`config.mk`:
```
export PLATFORM = sky130hd
export DESIGN_NAME = bin_to_bcd_converter_flat
export DESIGN_NICKNAME = d
export VERILOG_FILES = /design/src/rtl/bin_to_bcd_converter_if.sv /design/src/rtl/bin_to_bcd_converter.sv /design/src/flat_wrapper.sv
export SDC_FILE = /design/constraint.sdc
export NUM_CORES = 1
export LEC_CHECK = 0
export CORE_MARGIN = 10
export CORE_UTILIZATION = 35
export DETAILED_ROUTE_END_ITERATION = 8
export GPL_ROUTABILITY_DRIVEN = 0
export PLACE_DENSITY_LB_ADDON = 0.3
export SYNTH_ARGS = -nofsm -noshare
export SYNTH_HDL_FRONTEND = slang
export SYNTH_SLANG_ARGS = --single-unit
export TNS_END_PERCENT = 30
```
`constraint.sdc`:
```
create_clock -name clk -period 2.12 [get_ports clk]
set_input_delay 0.318 -clock clk [delete_from_list [all_inputs] [get_ports clk]]
set_output_delay 0.318 -clock clk [all_outputs]
set_load 0.05 [all_outputs]
```
`src/rtl/bin_to_bcd_converter_if.sv`:
```
// Request/result bundle for the binary-to-BCD converter.
// Purely structural: no latency of its own.
// The converter ignores start while busy is high.
interface bin_to_bcd_converter_if #(
    parameter int WIDTH  = 16,
    parameter int DIGITS = 5
);
    logic                  start;
    logic [WIDTH-1:0]      value;
    logic                  busy;
    logic                  done;
    logic [4*DIGITS-1:0]   bcd;
    logic [DIGITS-1:0]     digit_en;
    logic                  overflow;

    // Requester side: issues start/value, observes status and result.
    modport master (
        output start,
        output value,
        input  busy,
        input  done,
        input  bcd,
        input  digit_en,
        input  overflow
    );

    // Converter side.
    modport slave (
        input  start,
        input  value,
        output busy,
        output done,
        output bcd,
        output digit_en,
        output overflow
    );
endinterface

```
`src/rtl/bin_to_bcd_converter.sv`:
```
// Iterative double-dabble binary-to-BCD converter with display blanking mask.
// Latency: WIDTH cycles from accepted start to done; back-to-back every WIDTH+1 cycles.
// No backpressure: start is ignored while busy and is not queued.
module bin_to_bcd_converter #(
    parameter int WIDTH  = 16,
    parameter int DIGITS = 5
) (
    input  logic                 clk,
    input  logic                 reset_n,
    bin_to_bcd_converter_if.slave bus
);

    localparam int CW = $clog2(WIDTH + 1);
    localparam int BW = 4 * DIGITS;

    typedef enum logic [0:0] {
        IDLE  = 1'b0,
        SHIFT = 1'b1
    } state_t;

    state_t state;
    state_t state_nxt;

    // Working registers: operand being consumed MSB first, partial BCD,
    // iteration count and the sticky "a bit fell off the top digit" flag.
    logic [WIDTH-1:0]  shreg;
    logic [BW-1:0]     work;
    logic [CW-1:0]     iter;
    logic              ovf_pend;

    // Result registers; only updated on the final iteration so the
    // displays never see partial values.
    logic [BW-1:0]     bcd_q;
    logic [DIGITS-1:0] digit_en_q;
    logic              overflow_q;
    logic              done_q;

    // One-iteration datapath.
    logic [BW-1:0]     adj;
    logic [BW-1:0]     work_nxt;
    logic [WIDTH-1:0]  shreg_nxt;
    logic              ovf_nxt;
    logic [DIGITS-1:0] en_nxt;
    logic              last_iter;
    logic              accept;
    logic              any_nz;

    // Add 3 to every digit that is 5 or more so the following doubling
    // carries correctly into the next decimal digit.
    always_comb begin
        adj = work;
        for (int k = 0; k < DIGITS; k++) begin
            if (work[4*k +: 4] >= 4'd5) begin
                adj[4*k +: 4] = work[4*k +: 4] + 4'd3;
            end
        end
    end

    // Shift {BCD, operand} left by one; the bit leaving the top digit means
    // the value needs more digits than we have, so latch it as overflow.
    always_comb begin
        {work_nxt, shreg_nxt} = {adj[BW-2:0], shreg, 1'b0};
        ovf_nxt               = ovf_pend | adj[BW-1];
    end

    // Leading-zero mask: a digit is lit if it or any more significant digit
    // is nonzero; the units digit is always lit.
    always_comb begin
        en_nxt = '0;
        any_nz = 1'b0;
        for (int k = DIGITS - 1; k >= 0; k--) begin
            any_nz    = any_nz | (work_nxt[4*k +: 4] != 4'd0);
            en_nxt[k] = any_nz;
        end
        en_nxt[0] = 1'b1;
    end

    // The counter tops out at WIDTH-1, so it never wraps inside a conversion.
    assign last_iter = (iter == CW'(WIDTH - 1));

    // State register.
    always_ff @(posedge clk or negedge reset_n) begin
        if (!reset_n) begin
            state <= IDLE;
        end else begin
            state <= state_nxt;
        end
    end

    // Next-state logic: accept start only in IDLE, leave SHIFT after WIDTH iterations.
    always_comb begin
        state_nxt = state;
        accept    = 1'b0;
        case (state)
            IDLE: begin
                if (bus.start) begin
                    accept    = 1'b1;
                    state_nxt = SHIFT;
                end
            end
            SHIFT: begin
                if (last_iter) begin
                    state_nxt = IDLE;
                end
            end
            default: begin
                state_nxt = IDLE;
            end
        endcase
    end

    // Working datapath: capture on accept, iterate while shifting.
    always_ff @(posedge clk or negedge reset_n) begin
        if (!reset_n) begin
            shreg    <= '0;
            work     <= '0;
            iter     <= '0;
            ovf_pend <= 1'b0;
        end else if (accept) begin
            shreg    <= bus.value;
            work     <= '0;
            iter     <= '0;
            ovf_pend <= 1'b0;
        end else if (state == SHIFT) begin
            shreg    <= shreg_nxt;
            work     <= work_nxt;
            ovf_pend <= ovf_nxt;
            if (!last_iter) begin
                iter <= iter + 1'b1;
            end
        end
    end

    // Result registers and done pulse, loaded straight from the final iteration.
    always_ff @(posedge clk or negedge reset_n) begin
        if (!reset_n) begin
            bcd_q      <= '0;
            digit_en_q <= DIGITS'(1);
            overflow_q <= 1'b0;
            done_q     <= 1'b0;
        end else begin
            done_q <= 1'b0;
            if (state == SHIFT && last_iter) begin
                bcd_q      <= work_nxt;
                digit_en_q <= en_nxt;
                overflow_q <= ovf_nxt;
                done_q     <= 1'b1;
            end
        end
    end

    assign bus.busy     = (state == SHIFT);
    assign bus.done     = done_q;
    assign bus.bcd      = bcd_q;
    assign bus.digit_en = digit_en_q;
    assign bus.overflow = overflow_q;

endmodule

```
`src/flat_wrapper.sv`:
```
// flat-port wrapper written by rule: the top's interface ports become plain ports
module bin_to_bcd_converter_flat 
#(
    parameter int WIDTH  = 16,
    parameter int DIGITS = 5
)
  (clk, reset_n, bus_start, bus_value, bus_busy, bus_done, bus_bcd, bus_digit_en, bus_overflow);
  bin_to_bcd_converter_if #(.WIDTH(WIDTH), .DIGITS(DIGITS)) bus_i ();
  input  logic clk;
  input  logic reset_n;
  input wire logic [$bits(bus_i.start)-1:0] bus_start;
  input wire logic [$bits(bus_i.value)-1:0] bus_value;
  output wire logic [$bits(bus_i.busy)-1:0] bus_busy;
  output wire logic [$bits(bus_i.done)-1:0] bus_done;
  output wire logic [$bits(bus_i.bcd)-1:0] bus_bcd;
  output wire logic [$bits(bus_i.digit_en)-1:0] bus_digit_en;
  output wire logic [$bits(bus_i.overflow)-1:0] bus_overflow;
  assign bus_i.start = bus_start;
  assign bus_i.value = bus_value;
  assign bus_busy = bus_i.busy;
  assign bus_done = bus_i.done;
  assign bus_bcd = bus_i.bcd;
  assign bus_digit_en = bus_i.digit_en;
  assign bus_overflow = bus_i.overflow;
  bin_to_bcd_converter #(.WIDTH(WIDTH), .DIGITS(DIGITS)) u_core (.clk(clk), .reset_n(reset_n), .bus(bus_i));
endmodule
```
==> qor.csv, run 1 <==
stage,metric,value,unit
setup_path,CP Data Required Time,2.35,ns
synth,register area share after synthesis,0.508,
clock_network,clock buffer depth,2,
synth,Post-synth top cells,"nand2_1, dfrtp_1, o21ai_0",
floorplan,Die H,119,um
grt,vias in the first global route,2712,
synth,Cells after Synth,363,
floorplan,die area,14100,um^2
grt,GR Util All Layers,0.112,
synth,ys flop type,dfrtp_1,
placed_design,port buffer count,45,
job,Max Cap Viol,0,
detailed_routing,via count,2629,
finish,post-layout util,0.459,
synth,warnings from Yosys,0,
finish,nets,444,
finish,# diodes,0,
synth,"Cell Area, Synth",3400,um^2
synth,leading area contributor after synthesis,dfrtp_1,
synth,unique cell type count in the Yosys netlist,37,
setup_path,Setup crit end kind,flip-flop,
synth,Seq cells post-synth,69,
synth,mean area per synthesized cell,9.37,um^2
power,Max VDD drop,0.745,mV
detailed_routing,met2 WL,3400,um
synth,Area contributors post-synth,"dfrtp_1, nand2_1, mux2i_1, o21ai_0, ha_1",
finish,final cell count without fillers,547,
setup_path,CP max FO,6,
finish,area grow syn2layout,26.0,%
synth,Synth Area in XOR/XNOR,0.0129,
power,LEAKAGE,1.99,nW
setup_path,CP Launch Point,u_core.iter[0],
detailed_routing,DR iter-0 viols,140,
floorplan,Starting Density,0.364,
outcome,outcome,finished clean,
timing,Final period util,0.912,
floorplan,# rows,35,
floorplan,# IOs,47,
floorplan,Die W,119,um
placed_design,Post-DP HPWL,5460,um
floorplan,Core Footprint,9330,um^2
synth,largest family of logic cells by synthesized area,simple AND/OR/NAND/NOR gates,
power,PD cells,1650,nW/um^2
timing,final hold vios,0,
timing,Final min period,1.93,ns
timing,relative slew slack,0.654,
finish,footprint of the multi-input gates,1540,um^2
grt,global route overflow,0,
synth,"EDFF count, synth",0,
setup_path,Setup Crit Path Kind,flip-flop to flip-flop,
timing,fmax,517,MHz
timing,fin. max-slew vios,0,
clock_network,clk slew on worst S/H paths,0.08,ns
clock_network,CTS root buf,clkbuf_8,
hold_path,HP Class,input port to async pin,
timing,RSZ-0062 raised after global routing,no,
timing,Tightest Pin Transition,0.518,ns
synth,mux share of post-synthesis cell area,0.0736,
clock_network,H-tree lvl count,3,
synth,Post-Synthesis Net Count,394,
timing,Worst Skew,0.00732,ns
detailed_routing,Routed Antenna Nets,0,
power,Total Power,7.07,mW
grt,global-route wire length before repair,13200,um
synth,simple-gate share of the synthesized area,0.171,
synth,post-synth top area share,0.508,
detailed_routing,DR WL met3,541,um
detailed_routing,Avg WL per Cell,14.0,um
clock_network,Skew-Pair Late Insertion Delay,0.36,ns
grt,largest net degree at the start of global routing,51,
timing,Setup TNS Final,0,ns
clock_network,CTS tree,yes,
grt,antenna violations before repair,0,
finish,post-route cell area,4280,um^2
detailed_routing,DRC,0,
timing,final setup fails,0,
timing,Final Worst Setup Slack,0.187,ns
synth,"count leader, synth",nand2_1,
placed_design,Placed Instances,528,
setup_path,CP startpoint kind,flip-flop,
clock_network,Sink Count,69,
synth,Adder-Cell Fraction of Synth Area,0.0442,
detailed_routing,1st-pass router iterations,4,
clock_network,CTS Buf Count,9,
finish,Reg area,1730,um^2
detailed_routing,Post-Route M1 WL,3610,um
placed_design,pre-CTS WS,0.182,ns
detailed_routing,uppermost layer routed,met4,
setup_path,worst reg2reg path startpoint,u_core.iter[0],
synth,Synth Area in Compound Gates,0.147,
setup_path,Worst Path Arrival,2.16,ns
synth,ys async rst share,1.00,
timing,smallest hold slack,0.456,ns
finish,layout cells sized above 1,0.105,
placed_design,placed cell areas,4030,um^2
finish,FILL cells,897,
detailed_routing,vias per inst,4.81,
detailed_routing,DRT Wirelength,7650,um
## critical path: stages (launching register included)
cell and delay [ns]:
dfrtp_1 0.41, ha_1 0.23, and3_1 0.19, ha_1 0.24, nand2_1 0.21, clkinvlp_4 0.20
buf_4 0.18, nor2_1 0.09, a21oi_1 0.06
## power by group
group          switching (mW)  internal [mW]  total (mW)
Combinational            2.17           1.39        3.56
Sequential              0.450           1.87        2.32
Clock                   0.523          0.662        1.19
Total                    3.14           3.92        7.07
## registers in the layout (all words and copies together), names as in the netlist
signal	count
u_core.shreg	16
u_core.bus.overflow	1
u_core.bus.bcd	20
u_core.bus.busy	1
u_core.bus.digit_en	4
u_core.bus.done	1
u_core.ovf_pend	1
u_core.iter	5
u_core.work	20
## logic make-up (layout without fill, tap and decap cells)
kind of cell,after synthesis,after routing
and+or+nand+nor,131,131
xor gates and xnor gates,5,5
AOI/OAI and AO/OA,84,84
other,1,1
DFF,69,69
buffers and inverters,36,91
adders and majority gates,12,12
muxes,25,25
## routing by layer
layer,GRT usage,vias up
met5,0,-
met4,0.0351,0
met3,0.0438,9
met2,0.170,67
met1,0.144,1228
li1,-,1325
## timing repair
| item | 4_1_cts | 5_1_grt |
|---|---|---|
| hold buffers | 1 | 0 |
| resized for setup | 0 | 4 |
| setup endpoints to repair | 0 | 3 |
| buffers inserted | 0 | 2 |
| endpoints found under the hold margin | 19 | 0 |
## cells in the final DEF, fill, tap and decap left out, drive strengths merged, types with 3 or more instances in the layout
| cell type | n |
|---|---|
| nand2 | 85 |
| xnor2 | 5 |
| a31o | 4 |
| mux2i | 25 |
| o31ai | 6 |
| clkdlybuf4s50 | 43 |
| nor2 | 21 |
| nor3b | 6 |
| dfrtp | 69 |
| and2 | 3 |
| a21oi | 21 |
| o21ai | 41 |
| buf | 14 |
| clkinv | 5 |
| a21o | 3 |
| nand2b | 5 |
| clkbuf | 10 |
| inv | 15 |
| ha | 12 |
## final cells by class
type / instances / area share
Inverter: 17 / 0.0158
Sequential cell: 69 / 0.403
Tap cell: 129 / 0.0377
Clock inverter: 6 / 0.0204
Clock buffer: 10 / 0.0298
Multi-Input combinational cell: 258 / 0.360
Timing Repair Buffer: 58 / 0.133
## worst paths after layout
check / to / slack, ns / cells after the start
min in group clk: u_core.bus.overflow / 0.48 / 2
max in group asynchronous: u_core.bus.busy / 1.03 / 3
setup / recovery: u_core.bus.digit_en[2] / 0.19 / 8
hold reg to reg: u_core.bus.overflow / 0.48 / 2
setup reg to reg: u_core.bus.digit_en[2] / 0.19 / 8
hold / removal: u_core.bus.digit_en[2] / 0.46 / 2
(Power assumes the default switching activity.)
==> run 2: changes to the inputs <==
Settings changed: CORE_MARGIN 10 to 5, SLEW_MARGIN set to 40.
==> run 2 against run 1 <==
Final cell count grew 0.73%. Cell area shrank 0.99%. Largest cell class unchanged. First-iteration DRC count shrank 14%. Combinational power shrank 1%. Register-to-register slack is essentially flat. Clock power shrank 17%. Count of clock-buffer cells in the layout grew 4. Fmax shrank 0.40%. Global-route usage grew 3.1 points. Clock skew grew 0.00074 ns. Sequential power is essentially flat.
==> qor.csv, run 2 (synthesis gave the netlist of run 1 again) <==
stage,metric,value,unit
timing,Worst Skew,0.00806,ns
timing,Final min period,1.94,ns
detailed_routing,via count,2686,
clock_network,Sink Count,69,
clock_network,CTS tree,yes,
placed_design,port buffer count,45,
detailed_routing,DRC,0,
setup_path,Setup Crit Path Kind,flip-flop to flip-flop,
finish,footprint of the multi-input gates,1530,um^2
floorplan,Starting Density,0.353,
clock_network,Post-CTS Resized,0,
floorplan,Die W,109,um
power,LEAKAGE,1.98,nW
clock_network,CTS root buf,clkbuf_8,
setup_path,CP Data Required Time,2.35,ns
timing,fmax,515,MHz
clock_network,clock buffer depth,2,
clock_network,Skew-Pair Late Insertion Delay,0.35,ns
finish,nets,445,
outcome,outcome,finished clean,
clock_network,H-tree lvl count,3,
finish,area grow syn2layout,24.7,%
setup_path,CP startpoint kind,flip-flop,
setup_path,Setup crit end kind,flip-flop,
power,Comb pwr share,0.515,
timing,Final period util,0.915,
grt,global route overflow,0,
power,Switching Fraction,0.447,
power,P_sw,3.06,mW
timing,fin. max-slew vios,0,
clock_network,CTS Buf Count,9,
grt,GR Util All Layers,0.143,
placed_design,Placed Instances,535,
detailed_routing,DR iter-0 viols,121,
detailed_routing,1st-pass router iterations,4,
floorplan,# IOs,47,
clock_network,Post-CTS Setup Bufs,0,
clock_network,clk slew on worst S/H paths,0.07,ns
grt,antenna violations before repair,0,
setup_path,CP max FO,5,
floorplan,Die H,109,um
finish,final cell count without fillers,551,
floorplan,Core Footprint,9640,um^2
timing,Setup TNS Final,0,ns
power,sequential share of power,0.341,
timing,Tightest Pin Transition,0.538,ns
finish,FILL cells,951,
hold_path,HP Class,flip-flop to flip-flop,
timing,final hold vios,0,
finish,layout cells sized above 1,0.0957,
timing,final setup fails,0,
finish,# diodes,0,
power,PD cells,1610,nW/um^2
job,Max Cap Viol,0,
grt,global-route wire length before repair,13100,um
placed_design,Post-DP HPWL,5270,um
finish,most frequent cells in the layout,"nand2_1, dfrtp_1, clkdlybuf4s50_1",
finish,Reg area,1730,um^2
timing,relative slew slack,0.639,
finish,post-layout util,0.440,
detailed_routing,Routed Antenna Nets,0,
grt,largest net degree at the start of global routing,70,
finish,"commonest non-fill, non-tap cell in the layout",nand2_1,
power,Max VDD drop,0.512,mV
timing,RSZ-0062 raised after global routing,no,
floorplan,# rows,36,
power,Power Internal,3.78,mW
detailed_routing,Avg WL per Cell,13.7,um
grt,vias in the first global route,2787,
power,clock share of power,0.144,
floorplan,die area,11800,um^2
setup_path,Worst Path Arrival,2.17,ns
detailed_routing,vias per inst,4.87,
detailed_routing,DRT Wirelength,7560,um
==> run 2: layout make-up <==
class / count / area share
inverter: 17 / 0.0150
timing repair buffer: 59 / 0.136
tap: 133 / 0.0392
multi-input combinational: 258 / 0.361
clock buffer: 14 / 0.0407
sequential: 69 / 0.407
clock inverter: 1 / 0.00118
==> run 2: worst paths after layout <==
kind,startpoint,to,slack [ns],depth (start not counted)
worst max-delay path,u_core.work[16],u_core.bus.digit_en[1],0.18,7
worst min-delay path,u_core.bus.bcd[19],u_core.bus.bcd[19],0.48,2
worst max register to register,u_core.work[16],u_core.bus.digit_en[1],0.18,7
worst min register to register,u_core.bus.bcd[19],u_core.bus.bcd[19],0.48,2
max in group asynchronous,reset_n,u_core.bus.busy,1.30,3
min in group asynchronous,reset_n,u_core.shreg[1],0.52,3
==> run 2: repair_timing <==
action	in CTS	in global routing
hold buffers	1	0
endpoints found under the setup margin	0	0
endpoints found under the hold margin	69	0
==> run 2: stage by stage <==
stage	setup slack (ns)	hold slack (ns)	power, mW	instance area [um^2]
floorplan	0.375	0.0224	4.83	3400
global placement	0.271	0.377	5.78	4050
detailed placement	0.194	0.377	5.89	4050
CTS	0.177	0.484	6.93	4240
global route	0.0463	0.504	7.45	4240
finish	0.179	0.479	6.84	4240
==> run 2: power by group through the flow <==
stage	clock, mW	sequential (mW)	combinational [mW]
finish	0.988	2.33	3.52
floorplan	0	2.96	1.87
global placement	0	2.32	3.46
detailed placement	0	2.35	3.54
CTS	1.03	2.33	3.56
global route	1.09	2.42	3.94
==> run 2: per-layer routing <==
layer / GRT usage / up-vias / part of all wire
met4: 0.0631 / 0 / 0.025
met3: 0.0573 / 15 / 0.057
met5: 0 / - / 0
met1: 0.180 / 1290 / 0.46
li1: - / 1323 / -
met2: 0.218 / 58 / 0.46
==> run 2: critical path, stage by stage, from the launching register on <==
cell,delay (ns)
dfrtp_1,0.42
inv_1,0.12
ha_1,0.27
nand2b_1,0.12
a21oi_2,0.25
mux2i_1,0.26
nor4b_4,0.27
a31oi_1,0.11
